**config.mk**
```make
export PLATFORM = sky130hd
export DESIGN_NAME = layer_sequencer
export DESIGN_NICKNAME = d
export VERILOG_FILES = /design/src/rtl/nn_ctrl_pkg.sv /design/src/rtl/addr_counter.sv /design/src/rtl/layer_sequencer.sv
export SDC_FILE = /design/constraint.sdc
export NUM_CORES = 1
export LEC_CHECK = 0
export BUFFER_PORTS_ARGS = -buffer_cell sky130_fd_sc_hd__buf_2
export CORE_ASPECT_RATIO = 1.4
export CORE_UTILIZATION = 49
export CTS_CLUSTER_DIAMETER = 30
export DETAILED_ROUTE_END_ITERATION = 16
export PLACE_DENSITY = 0.73
export SETUP_SLACK_MARGIN = 0.05
export SKIP_CTS_REPAIR_TIMING = 1
export SYNTH_ARGS = -nofsm -noshare
export SYNTH_HDL_FRONTEND = slang
export SYNTH_SLANG_ARGS = --single-unit
export TNS_END_PERCENT = 1
```
**constraint.sdc**
```tcl
create_clock -name clk -period 2 [get_ports clk]
set_clock_uncertainty 0.2 [all_clocks]
set_input_delay 0.2 -clock clk [delete_from_list [all_inputs] [get_ports clk]]
set_output_delay 0.2 -clock clk [all_outputs]
set_load 0.02 [all_outputs]
```
**src/rtl/nn_ctrl_pkg.sv**
```systemverilog
// nn_ctrl_pkg: shared sequencer state encoding and index-width helper
package nn_ctrl_pkg;
  typedef enum logic [2:0] {IDLE, LOAD, CALC, WAIT, NEXT} state_t;
  function automatic int idx_w(input int n);
    return (n > 1) ? $clog2(n) : 1;
  endfunction
endpackage

```
**src/rtl/addr_counter.sv**
```systemverilog
// addr_counter: address up-counter with enable, sync clear and terminal compare against a length
module addr_counter #(
  parameter int ADDR_W = 8
) (
  input  logic              clk,
  input  logic              rst,
  input  logic              en,
  input  logic              clr,
  input  logic [ADDR_W:0]   len,
  output logic [ADDR_W-1:0] cnt,
  output logic              last
);
  logic [ADDR_W-1:0] cnt_q, cnt_d;
  always_comb cnt_d = clr ? '0 : en ? cnt_q + 1'b1 : cnt_q;
  always_ff @(posedge clk) cnt_q <= rst ? '0 : cnt_d;
  assign cnt  = cnt_q;
  assign last = {1'b0, cnt_q} == len - 1'b1;
endmodule

```
**src/rtl/layer_sequencer.sv**
```systemverilog
// layer_sequencer: steps through layers, sweeps per-layer addresses, handshakes completion and abort
module layer_sequencer import nn_ctrl_pkg::*; #(
  parameter int LAYER_COUNT = 4,
  parameter int LAYER_IDX_W = idx_w(LAYER_COUNT),
  parameter int ADDR_W      = 8
) (
  input  logic                   clk,
  input  logic                   rst,
  input  logic                   start,
  input  logic [LAYER_IDX_W:0]   num_layers,
  input  logic [ADDR_W:0]        layer_len,
  input  logic                   stall,
  input  logic                   layer_done,
  input  logic                   abort,
  output logic                   ready,
  output logic                   busy,
  output logic                   layer_rst,
  output logic [LAYER_IDX_W-1:0] layer_index,
  output logic [ADDR_W-1:0]      addr,
  output logic                   addr_valid,
  output logic                   last_addr,
  output logic                   done
);
  localparam logic [LAYER_IDX_W:0] MAX_L = (LAYER_IDX_W + 1)'(LAYER_COUNT);
  state_t                 state_q, state_d;
  logic [LAYER_IDX_W:0]   n_q, n_d;
  logic [ADDR_W:0]        len_q, len_d;
  logic [LAYER_IDX_W-1:0] idx_q, idx_d;
  logic                   seen_q, seen_d, cnt_last, final_layer, kill;
  assign kill        = abort && state_q != IDLE;
  assign final_layer = {1'b0, idx_q} == n_q - 1'b1;
  always_comb begin
    state_d = state_q;
    n_d     = n_q;
    len_d   = len_q;
    idx_d   = idx_q;
    seen_d  = seen_q;
    case (state_q)
      IDLE: if (start && !abort && num_layers != '0) begin
        state_d = LOAD;
        n_d     = num_layers > MAX_L ? MAX_L : num_layers;
      end
      LOAD: begin
        len_d   = layer_len;
        seen_d  = 1'b0;
        state_d = layer_len != '0 ? CALC : WAIT;
      end
      CALC: begin
        seen_d  = seen_q || layer_done;
        state_d = addr_valid && last_addr ? WAIT : CALC;
      end
      WAIT: state_d = layer_done || seen_q ? NEXT : WAIT;
      NEXT: begin
        state_d = final_layer ? IDLE : LOAD;
        idx_d   = final_layer ? '0 : idx_q + 1'b1;
      end
      default: state_d = IDLE;
    endcase
    if (kill) begin
      state_d = IDLE;
      idx_d   = '0;
      seen_d  = 1'b0;
    end
  end
  always_ff @(posedge clk) begin
    if (rst) begin
      state_q <= IDLE;
      n_q     <= '0;
      len_q   <= '0;
      idx_q   <= '0;
      seen_q  <= 1'b0;
    end else begin
      state_q <= state_d;
      n_q     <= n_d;
      len_q   <= len_d;
      idx_q   <= idx_d;
      seen_q  <= seen_d;
    end
  end
  addr_counter #(.ADDR_W(ADDR_W)) u_cnt (
    .clk  (clk),
    .rst  (rst),
    .en   (addr_valid),
    .clr  (kill || (addr_valid && last_addr)),
    .len  (len_q),
    .cnt  (addr),
    .last (cnt_last)
  );
  assign ready       = state_q == IDLE;
  assign busy        = !ready;
  assign layer_rst   = state_q == IDLE || state_q == LOAD;
  assign layer_index = idx_q;
  assign addr_valid  = state_q == CALC && !stall;
  assign last_addr   = state_q == CALC && cnt_last;
  assign done        = state_q == NEXT && final_layer;
endmodule

```
==> results.md, run 1 <==
* Die extent in x at 50.4 um
* GRT Total Usage at 22.8%
* Power per cell area at 755 nW/um2
* VDD IR-drop max at 0.000615 V
* Number of buffers created by CTS at 3
* GR Overflow Total at 0
* Slew Viols, Final at 0
* First drt pass iteration count at 4
* Critical-path maximum fanout at 9
* CTS tree: done
* Syn_area_per_cell at 8.27 um2
* Number of global-route vias before repair at 1418
* Gpl congestion at 0.821
* Post-synth EDFFs at 0
* Pre-CTS WS at -0.119 ns
* Post-Route WL at 3990 um
* Unrepaired setup endpoints after global routing: yes
* Critical path launch point type: flop
* Antenna diodes at 0
* Synth Area in Compound Gates at 15.5%
* ANT nets after route at 0
* Synth Register Bits at 26
* Drt drc at 0
* CTS Buffer Depth at 2
* Share of layout cells above drive strength 1 at 34.9%
* Leading area contributor after synthesis: dfxtp_1
* Height of the die at 69.7 um
* Largest family of logic cells by synthesized area: simple AND/OR/NAND/NOR gates
* DR iter-0 viols at 27
* Worst-Margin Slew at 0.291 ns
* Largest net degree at the start of global routing at 15
* Clock Latency Late Sink at 0.27 ns
* Top Ports at 34
* Final Net Count at 274
* Asr flop ratio synth at 0%
* Crit path setup slack, layout at -0.280 ns
* Post-synthesis xor/xnor area fraction at 10.1%
* Synth Flop Type: dfxtp_1
* Count leader, synth: nor2_1
* Critical Path RT at 1.60 ns
* # setup viols final at 9
* Share of the synthesized area in the top cell type at 32.4%
* Synth Area in Adders at 2.34%
* Via density at 5.35
* Clock sink count at 26
* Gate Count Post-Synth at 194
* GRT busiest layer: met2
* Max Cap Violations at 0
* H-tree depth at 1
* Detailed placement HPWL at 2980 um
* Final Hold Fails at 5
* Synth unique cells at 48
* Type of the worst min-delay path: in2reg
* Leak at 0.947 nW
* Root buf cell: clkbuf_8
* YS warnings at 0
* Area Growth Syn to Fin at 33.4%
* Core Area at 3120 um2
* Status: finished with violations
* Die ar. at 3510 um2
* Rel. slew slack at 80.3%
* Port Buffers at 33
* First-pass GRT wire length at 6300 um
* Critical path class: reg2out
* Starting Density at 51.4%
* Post-Syn Nets at 215
* Met1 usage at 29.6%
* Met2 Use GR at 39.4%
* Synth Area in Simple Gates at 28.0%
* Seq/Total Area, Yosys at 32.4%
* Arrival @ worst endpoint at 1.88 ns
* Row cnt at 24
* CP Capture Type: output port
* Vias at 1557
* Mux cell area share after synthesis at 5.69%
* Fin cells at 291
* Final core occ at 68.5%
* Final period utilization at 114%
* Peak Freq at 439 MHz
* Placed cell count at 281
* CTS clk-pin slew, worst paths at 0.09 ns
* Post-synth top cells: nor2_1 (29), dfxtp_1 (26), a21oi_1 (13), nor3_1 (12), nand2_1 (9)
* GR Layer Usage met3 at 2.63%
* Fin crit period at 2.28 ns
* Failing checks: hold timing, setup timing
* Post-Syn Area at 1600 um2
* Area contributors post-synth: dfxtp_1 (32%), nor2_1 (6.8%), mux2i_1 (5.0%)
* Hold_ws at -0.0215 ns
* Initial antenna violation count at 0
* Wire per inst at 13.7 um
* Power Total at 1.62 mW
[cells by family (layout without fill, tap and decap cells)]
family	count (synthesis)	count (layout)
buf+inv	20	78
compound gates	37	37
fa+ha+maj	3	3
xor+xnor	17	17
mux	9	9
flops	26	26
simple gates	82	82
[flip-flops by register name, indices dropped and copies added (netlist names)]
| name | count |
|---|---|
| layer_index | 2 |
| len_q | 9 |
| seen_q | 1 |
| state_q | 3 |
| n_q | 3 |
| u_cnt.cnt | 8 |
[area by class of cell]
| class | count | area [um2] |
|---|---|---|
| repair buffers | 66 | 447 |
| clock buffers | 4 | 55.1 |
| multi-input cells | 148 | 1020 |
| well taps | 39 | 48.8 |
| fillers | 281 | 983 |
| flip-flops and latches | 26 | 529 |
| inverters | 8 | 35.0 |
[cell usage in the layout (no fill, tap or decap), drive strengths merged, types with 9 or more instances in the layout]
cell   synthesis  final
a21oi         13     13
buf            7     61
nor3          15     15
nor2          29     29
nand2          9      9
dfxtp         26     26
[power by group]
group	total (mW)	switching, mW	internal (mW)
sequential	0.590	0.0334	0.557
clock	0.349	0.172	0.176
combinational	0.676	0.354	0.323
[worst paths after layout]
path | slack (ns) | from | end | cells after the start
worst max-delay path | -0.28 | len_q[1] | last_addr | 8
worst max register to register | -0.20 | len_q[1] | state_q[0] | 9
worst min-delay path | -0.02 | layer_len[7] | len_q[7] | 3
worst min register to register | 0.29 | n_q[1] | n_q[1] | 2
[per-layer routing]
layer  part of all wire, %  vias up
met3                   2.6        4
met5                     0        -
met4                  0.78        0
met2                    52       33
met1                    45      722
li1                      -      798
[through the flow]
step           cell area, um2  setup TNS (ns)
6_report                 2140           -1.53
5_1_grt                  2140           -2.62
4_1_cts                  2050           -1.35
3_5_place_dp             2000          -0.652
3_3_place_gp             2000          -0.238
2_1_floorplan            1630          -0.232
[critical path, cell delays in order (launching register included)]
cell and delay [ns]:
dfxtp_4 0.38, inv_2 0.05, ha_4 0.19, xor2_1 0.14
o22ai_1 0.12, a32oi_1 0.11, mux2_2 0.35, nor2_2 0.12
buf_4 0.14
Note: power is estimated with default switching activity, not from simulation.
==> inputs of run 2 (changes only) <==
==> constraint.sdc (replaced) <==
create_clock -name clk -period 2 [get_ports clk]
set_clock_uncertainty 0.2 [all_clocks]
set_input_delay 0.4 -clock clk [delete_from_list [all_inputs] [get_ports clk]]
set_output_delay 0.4 -clock clk [all_outputs]
set_load 0.02 [all_outputs]
==> run 2 against run 1 <==
Effect of this change: the flow finishes with violations (setup timing); fmax decreased by 7.3%; first-iteration DRC count decreased by 19%; clock power decreased by 2%; routed wire length increased by 5.9%; sequential share of layout area decreased by 1.2 points; cell area increased by 5.7%; sequential cell count unchanged; worst hold slack improved by 0.19 ns; sequential power increased by 0.8%; critical path depth unchanged; critical path type unchanged; critical endpoint unchanged; highest routed layer unchanged.
==> results.md, run 2 (synthesis gave the netlist of run 1 again) <==
* Fin area at 2260 um2
* Area Growth Syn to Fin at 41.0%
* Number of buffers created by CTS at 3
* Vias at 1646
* Gpl congestion at 0.939
* Worst Setup SP: len_q[0]
* Final Net Count at 285
* Row cnt at 24
* Arrival @ worst endpoint at 1.86 ns
* VDD IR-drop max at 0.000636 V
* Crit path setup slack, layout at -0.461 ns
* Failing checks: setup timing
* First-pass GRT wire length at 6520 um
* Multi-input logic area at 1060 um2
* Clock Latency Late Sink at 0.27 ns
* Slew Viols, Final at 0
* Wire per inst at 14.0 um
* CTS tree: done
* Post-Route WL at 4230 um
* Slowest stage delay, CP at 0.38 ns
* Final Hold Fails at 0
* Detailed placement HPWL at 3070 um
* Number of global-route vias before repair at 1494
* Leading cell type in the layout, fill and taps excluded: buf_4
* Root buf cell: clkbuf_8
* Placed cell count at 293
* Die extent in x at 50.4 um
* Largest register FFs at 9
* Critical path class: reg2out
* Most frequent cells in the layout: buf_4 (43), nor2_1 (28), buf_2 (28)
* Worst hold start: layer_len[5]
* Share of layout cells above drive strength 1 at 42.2%
* Critical path launch point type: flop
* CTS clk-pin slew, worst paths at 0.09 ns
* DR iter-0 viols at 22
* Via density at 5.45
* Leak at 1.01 nW
* Type of the worst min-delay path: in2reg
* Fin crit period at 2.46 ns
* Worst-Margin Slew at 0.317 ns
* Max Cap Violations at 0
* Largest net degree at the start of global routing at 15
* Unrepaired setup endpoints after global routing: yes
* # setup viols final at 12
* Final core occ at 72.4%
* Clock sink count at 26
* Fin cells at 302
* Starting Density at 51.4%
* CP max-delay cell: dfxtp_4
* Biggest register: len_q
* Die ar. at 3510 um2
* Port Buffers at 33
* Rel. slew slack at 78.8%
* Fillers at 259
* Status: finished with violations
* Critical Path RT at 1.40 ns
* Drt drc at 0
* ANT nets after route at 0
* GR Overflow Total at 0
* H-tree depth at 1
* Antenna diodes at 0
* Top Ports at 34
* Register Area at 533 um2
* First drt pass iteration count at 4
* Critical-path maximum fanout at 8
* CP Capture Type: output port
* Power per cell area at 757 nW/um2
* Initial antenna violation count at 0
* Post-DP Area at 2080 um2
* GRT Total Usage at 23.9%
* CTS Buffer Depth at 2
* Peak Freq at 406 MHz
* Final period utilization at 123%
* Reg2Reg Launch Point: len_q[0]
* Height of the die at 69.7 um
* Cells along the critical path: inv_4 -> ha_4 -> nand3b_1 -> o22ai_2 -> a32oi_1 -> mux2_4 -> nor2_4 -> buf_6
* Core Area at 3120 um2
-- run 2: changes by cell type in the layout (fill, tap and decap cells not counted), moves of 3 or more --
cell,previous run,this run
buf_4,28,43
buf_6,1,6
dlygate4sd3_1,5,0
buf_2,31,28
dfxtp_1,23,20
dfxtp_2,1,4
-- run 2: critical path: cells and delay by family, from the launching register on --
kind | cells | cell delay, ns
flip-flops | 1 | 0.38
adder cells (fa/ha/maj) | 1 | 0.18
AO/OA/AOI/OAI | 2 | 0.28
AND/OR/NAND/NOR | 2 | 0.23
buffers and inverters | 2 | 0.19
multiplexers | 1 | 0.32
-- run 2: worst paths after layout --
kind | endpoint | slack [ns] | depth (start not counted)
setup / recovery | last_addr | -0.46 | 8
hold / removal | len_q[5] | 0.17 | 3
setup reg to reg | state_q[0] | -0.25 | 10
hold reg to reg | n_q[1] | 0.29 | 2
-- run 2: cell type report --
| type | count | share of cell area (%) |
|---|---|---|
| sequential | 26 | 23.6 |
| clock buffer | 4 | 2.43 |
| timing repair buffer | 77 | 23.5 |
| tap | 39 | 2.16 |
| multi-input combinational | 148 | 46.7 |
| inverter | 8 | 1.66 |
-- run 2: routing by layer --
layer / up-vias / track usage [%] / share of wire, %
li1: 828 / - / -
met1: 778 / 30.1 / 41
met2: 31 / 41.8 / 55
met3: 9 / 2.41 / 2.1
met4: 0 / 7.41 / 1.6
met5: - / 0 / 0
-- run 2: report_power, final --
part	leakage [nW]	total, mW	internal, mW	switching (mW)
logic	0.769	0.775	0.390	0.385
registers	0.214	0.595	0.559	0.0357
clock network	0.0288	0.343	0.176	0.167
-- run 2: per-stage QoR --
step                total power, mW  TNS [ns]  hold WS [ns]  setup slack, ns
detailed placement             1.25     -1.81         0.286           -0.245
finish                         1.71     -2.42         0.170           -0.461
CTS                            1.59     -2.94         0.159           -0.551
global placement               1.24    -0.915         0.265           -0.170
floorplan                      1.03    -0.495         0.244           -0.153
global route                   1.81     -3.63         0.175           -0.576
==> inputs of run 3 (changes only) <==
CORE_UTILIZATION = 48   (was 49)
PLACE_DENSITY = 0.72   (was 0.73)
SETUP_SLACK_MARGIN = unset   (was 0.05)
SYNTH_HIERARCHICAL = 1   (was unset)
==> run 3 against run 2 <==
Effect of this change: the flow still finishes with violations (setup timing); power decreased by 36%; sequential power decreased by 8.7%; non-clock buffer count decreased by 18; clock power increased by 3%; register-to-register slack got worse by 0.35 ns; via count decreased by 5.7%; die area decreased by 3.4%; sequential cell count unchanged; worst hold slack got worse by 0.0087 ns; core utilization decreased by 4.8 points; count of clock-buffer cells in the layout unchanged; critical endpoint unchanged.
==> results.md, run 3 <==
* CP Capture Type: output port
* Clock sink count at 26
* Synth unique cells at 44
* Number of buffers created by CTS at 3
* Leading cell type in the layout, fill and taps excluded: nand2_1
* Area Growth Syn to Fin at 31.0%
* Hold_ws at 0.161 ns
* First-pass GRT wire length at 6330 um
* Critical path class: reg2out
* Worst Setup SP: len_q[0]
* Biggest register: len_q
* Worst hold start: layer_len[1]
* Post-Syn Area at 1520 um2
* Final period utilization at 141%
* Clk pwr share at 32.3%
* Final core occ at 67.6%
* Type of the worst min-delay path: in2reg
* Slew Viols, Final at 0
* ANT nets after route at 0
* Status: finished with violations
* Synth Register Bits at 26
* Critical Path RT at 1.40 ns
* Drt drc at 0
* Reg2Reg Launch Point: len_q[0]
* Die ar. at 3390 um2
* CTS tree: done
* Share of layout cells above drive strength 1 at 36.3%
* Largest register FFs at 9
* Sw frac at 26.2%
* Critical path launch point type: flop
* Most frequent cells in the layout: nand2_1 (33), buf_2 (32), buf_4 (27)
* Root buf cell: clkbuf_8
* Pint at 0.803 mW
* Count leader, synth: nand2_1
* Vias at 1553
* Post-synth top cells: nand2_1 (33), dfxtp_1 (26), a21oi_1 (16), nor2_1 (16), xor2_1 (10)
* Die extent in x at 49.5 um
* Failing checks: setup timing
* Seq/Total Area, Yosys at 34.4%
* Crit path setup slack, layout at -0.824 ns
* Asr flop ratio synth at 0%
* Antenna diodes at 0
* Row cnt at 23
* Largest net degree at the start of global routing at 16
* CTS Buffer Depth at 2
* Detailed placement HPWL at 2990 um
* Initial antenna violation count at 0
* First drt pass iteration count at 4
* GRT Total Usage at 24.6%
* Top Ports at 34
* # setup viols final at 12
* Switch Pwr at 0.286 mW
* Critical-path maximum fanout at 6
* VDD IR-drop max at 0.000470 V
* Via density at 5.51
* Syn_area_per_cell at 8.02 um2
* Number of global-route vias before repair at 1512
* Gpl congestion at 0.931
* Reg power frac at 49.9%
* Share of the synthesized area in the top cell type at 34.4%
* Final Net Count at 267
* Post-Route WL at 3850 um
* Area contributors post-synth: dfxtp_1 (34%), nand2_1 (8.2%), xor2_1 (5.8%)
* Port Buffers at 33
* Rel. slew slack at 79.6%
* Comb pwr share at 17.7%
* Leak at 0.846 nW
* Core Area at 2940 um2
* Max Cap Violations at 0
* Post-Syn Nets at 210
* Leading area contributor after synthesis: dfxtp_1
* Unrepaired setup endpoints after global routing: yes
* GR Overflow Total at 0
* Worst-Margin Slew at 0.301 ns
* Peak Freq at 354 MHz
* Arrival @ worst endpoint at 2.22 ns
* Synth Flop Type: dfxtp_1
* YS warnings at 6
* H-tree depth at 1
* Fin crit period at 2.82 ns
* Post-synth EDFFs at 0
* Clock Latency Late Sink at 0.28 ns
* CTS clk-pin slew, worst paths at 0.09 ns
* Final Hold Fails at 0
* DR iter-0 viols at 48
* Wire per inst at 13.6 um
* CP max-delay cell: or4_4
* Slowest stage delay, CP at 0.54 ns
* Starting Density at 51.6%
* Cells along the critical path: or4_4 -> o211ai_2 -> a21o_1 -> o2111ai_1 -> nor4_2 -> nor3b_2 -> buf_2
* Power per cell area at 549 nW/um2
* Gate Count Post-Synth at 189
* Height of the die at 68.5 um
## run 3: final timing paths
check	depth (start not counted)	to	slack [ns]
min	3	len_q[1]	0.16
max reg2reg	9	u_cnt/cnt[0]	-0.60
min reg2reg	2	n_q[1]	0.27
max	7	last_addr	-0.82
## run 3: final cells by class
cell class,instances,area (um2)
fillers,275,951
multi-input cells,150,966
repair buffers,59,363
clock buffers,4,55.1
well taps,37,46.3
inverters,6,22.5
flip-flops and latches,26,532
## run 3: logic make-up after synthesis
logic type               after synthesis  share of synthesized area (%)
AND/OR/NAND/NOR                       88                           31.5
AO/OA/AOI/OAI                         39                           15.6
flip-flops                            26                           34.4
XOR/XNOR                              18                           10.4
buffers and inverters                 13                           4.29
adder cells (fa/ha/maj)                3                           2.48
multiplexers                           2                           1.32
## run 3: layer usage
| layer | track usage, % | up-vias | part of all wire [%] |
|---|---|---|---|
| met3 | 3.56 | 9 | 4.3 |
| met1 | 25.6 | 721 | 40 |
| met5 | 0 | - | 0 |
| li1 | - | 771 | - |
| met4 | 15.0 | 0 | 3.1 |
| met2 | 46.6 | 52 | 53 |
## run 3: critical path: cells and delay by family (launching register included)
kind,cells,cell delay [ns]
flops,1,0.35
simple gates,3,0.98
buf+inv,1,0.19
compound gates,3,0.42
## run 3: power groups by stage
| stage | Clock, mW | Sequential, mW | Combinational (mW) |
|---|---|---|---|
| 4_1_cts | 0.357 | 0.543 | 0.188 |
| 2_1_floorplan | 0 | 0.555 | 0.116 |
| 5_1_grt | 0.382 | 0.546 | 0.212 |
| 6_report | 0.352 | 0.543 | 0.193 |
| 3_5_place_dp | 0 | 0.555 | 0.188 |
| 3_3_place_gp | 0 | 0.554 | 0.182 |
## run 3: metrics by stage
stage	cell area (um2)	power [mW]	TNS (ns)	cells	setup slack, ns
4_1_cts	1950	1.09	-7.93	282	-0.939
3_5_place_dp	1900	0.743	-6.55	278	-0.680
6_report	1980	1.09	-6.35	282	-0.824
2_1_floorplan	1550	0.671	-4.50	189	-0.475
3_3_place_gp	1900	0.736	-6.07	278	-0.623
5_1_grt	1980	1.14	-7.62	282	-0.897
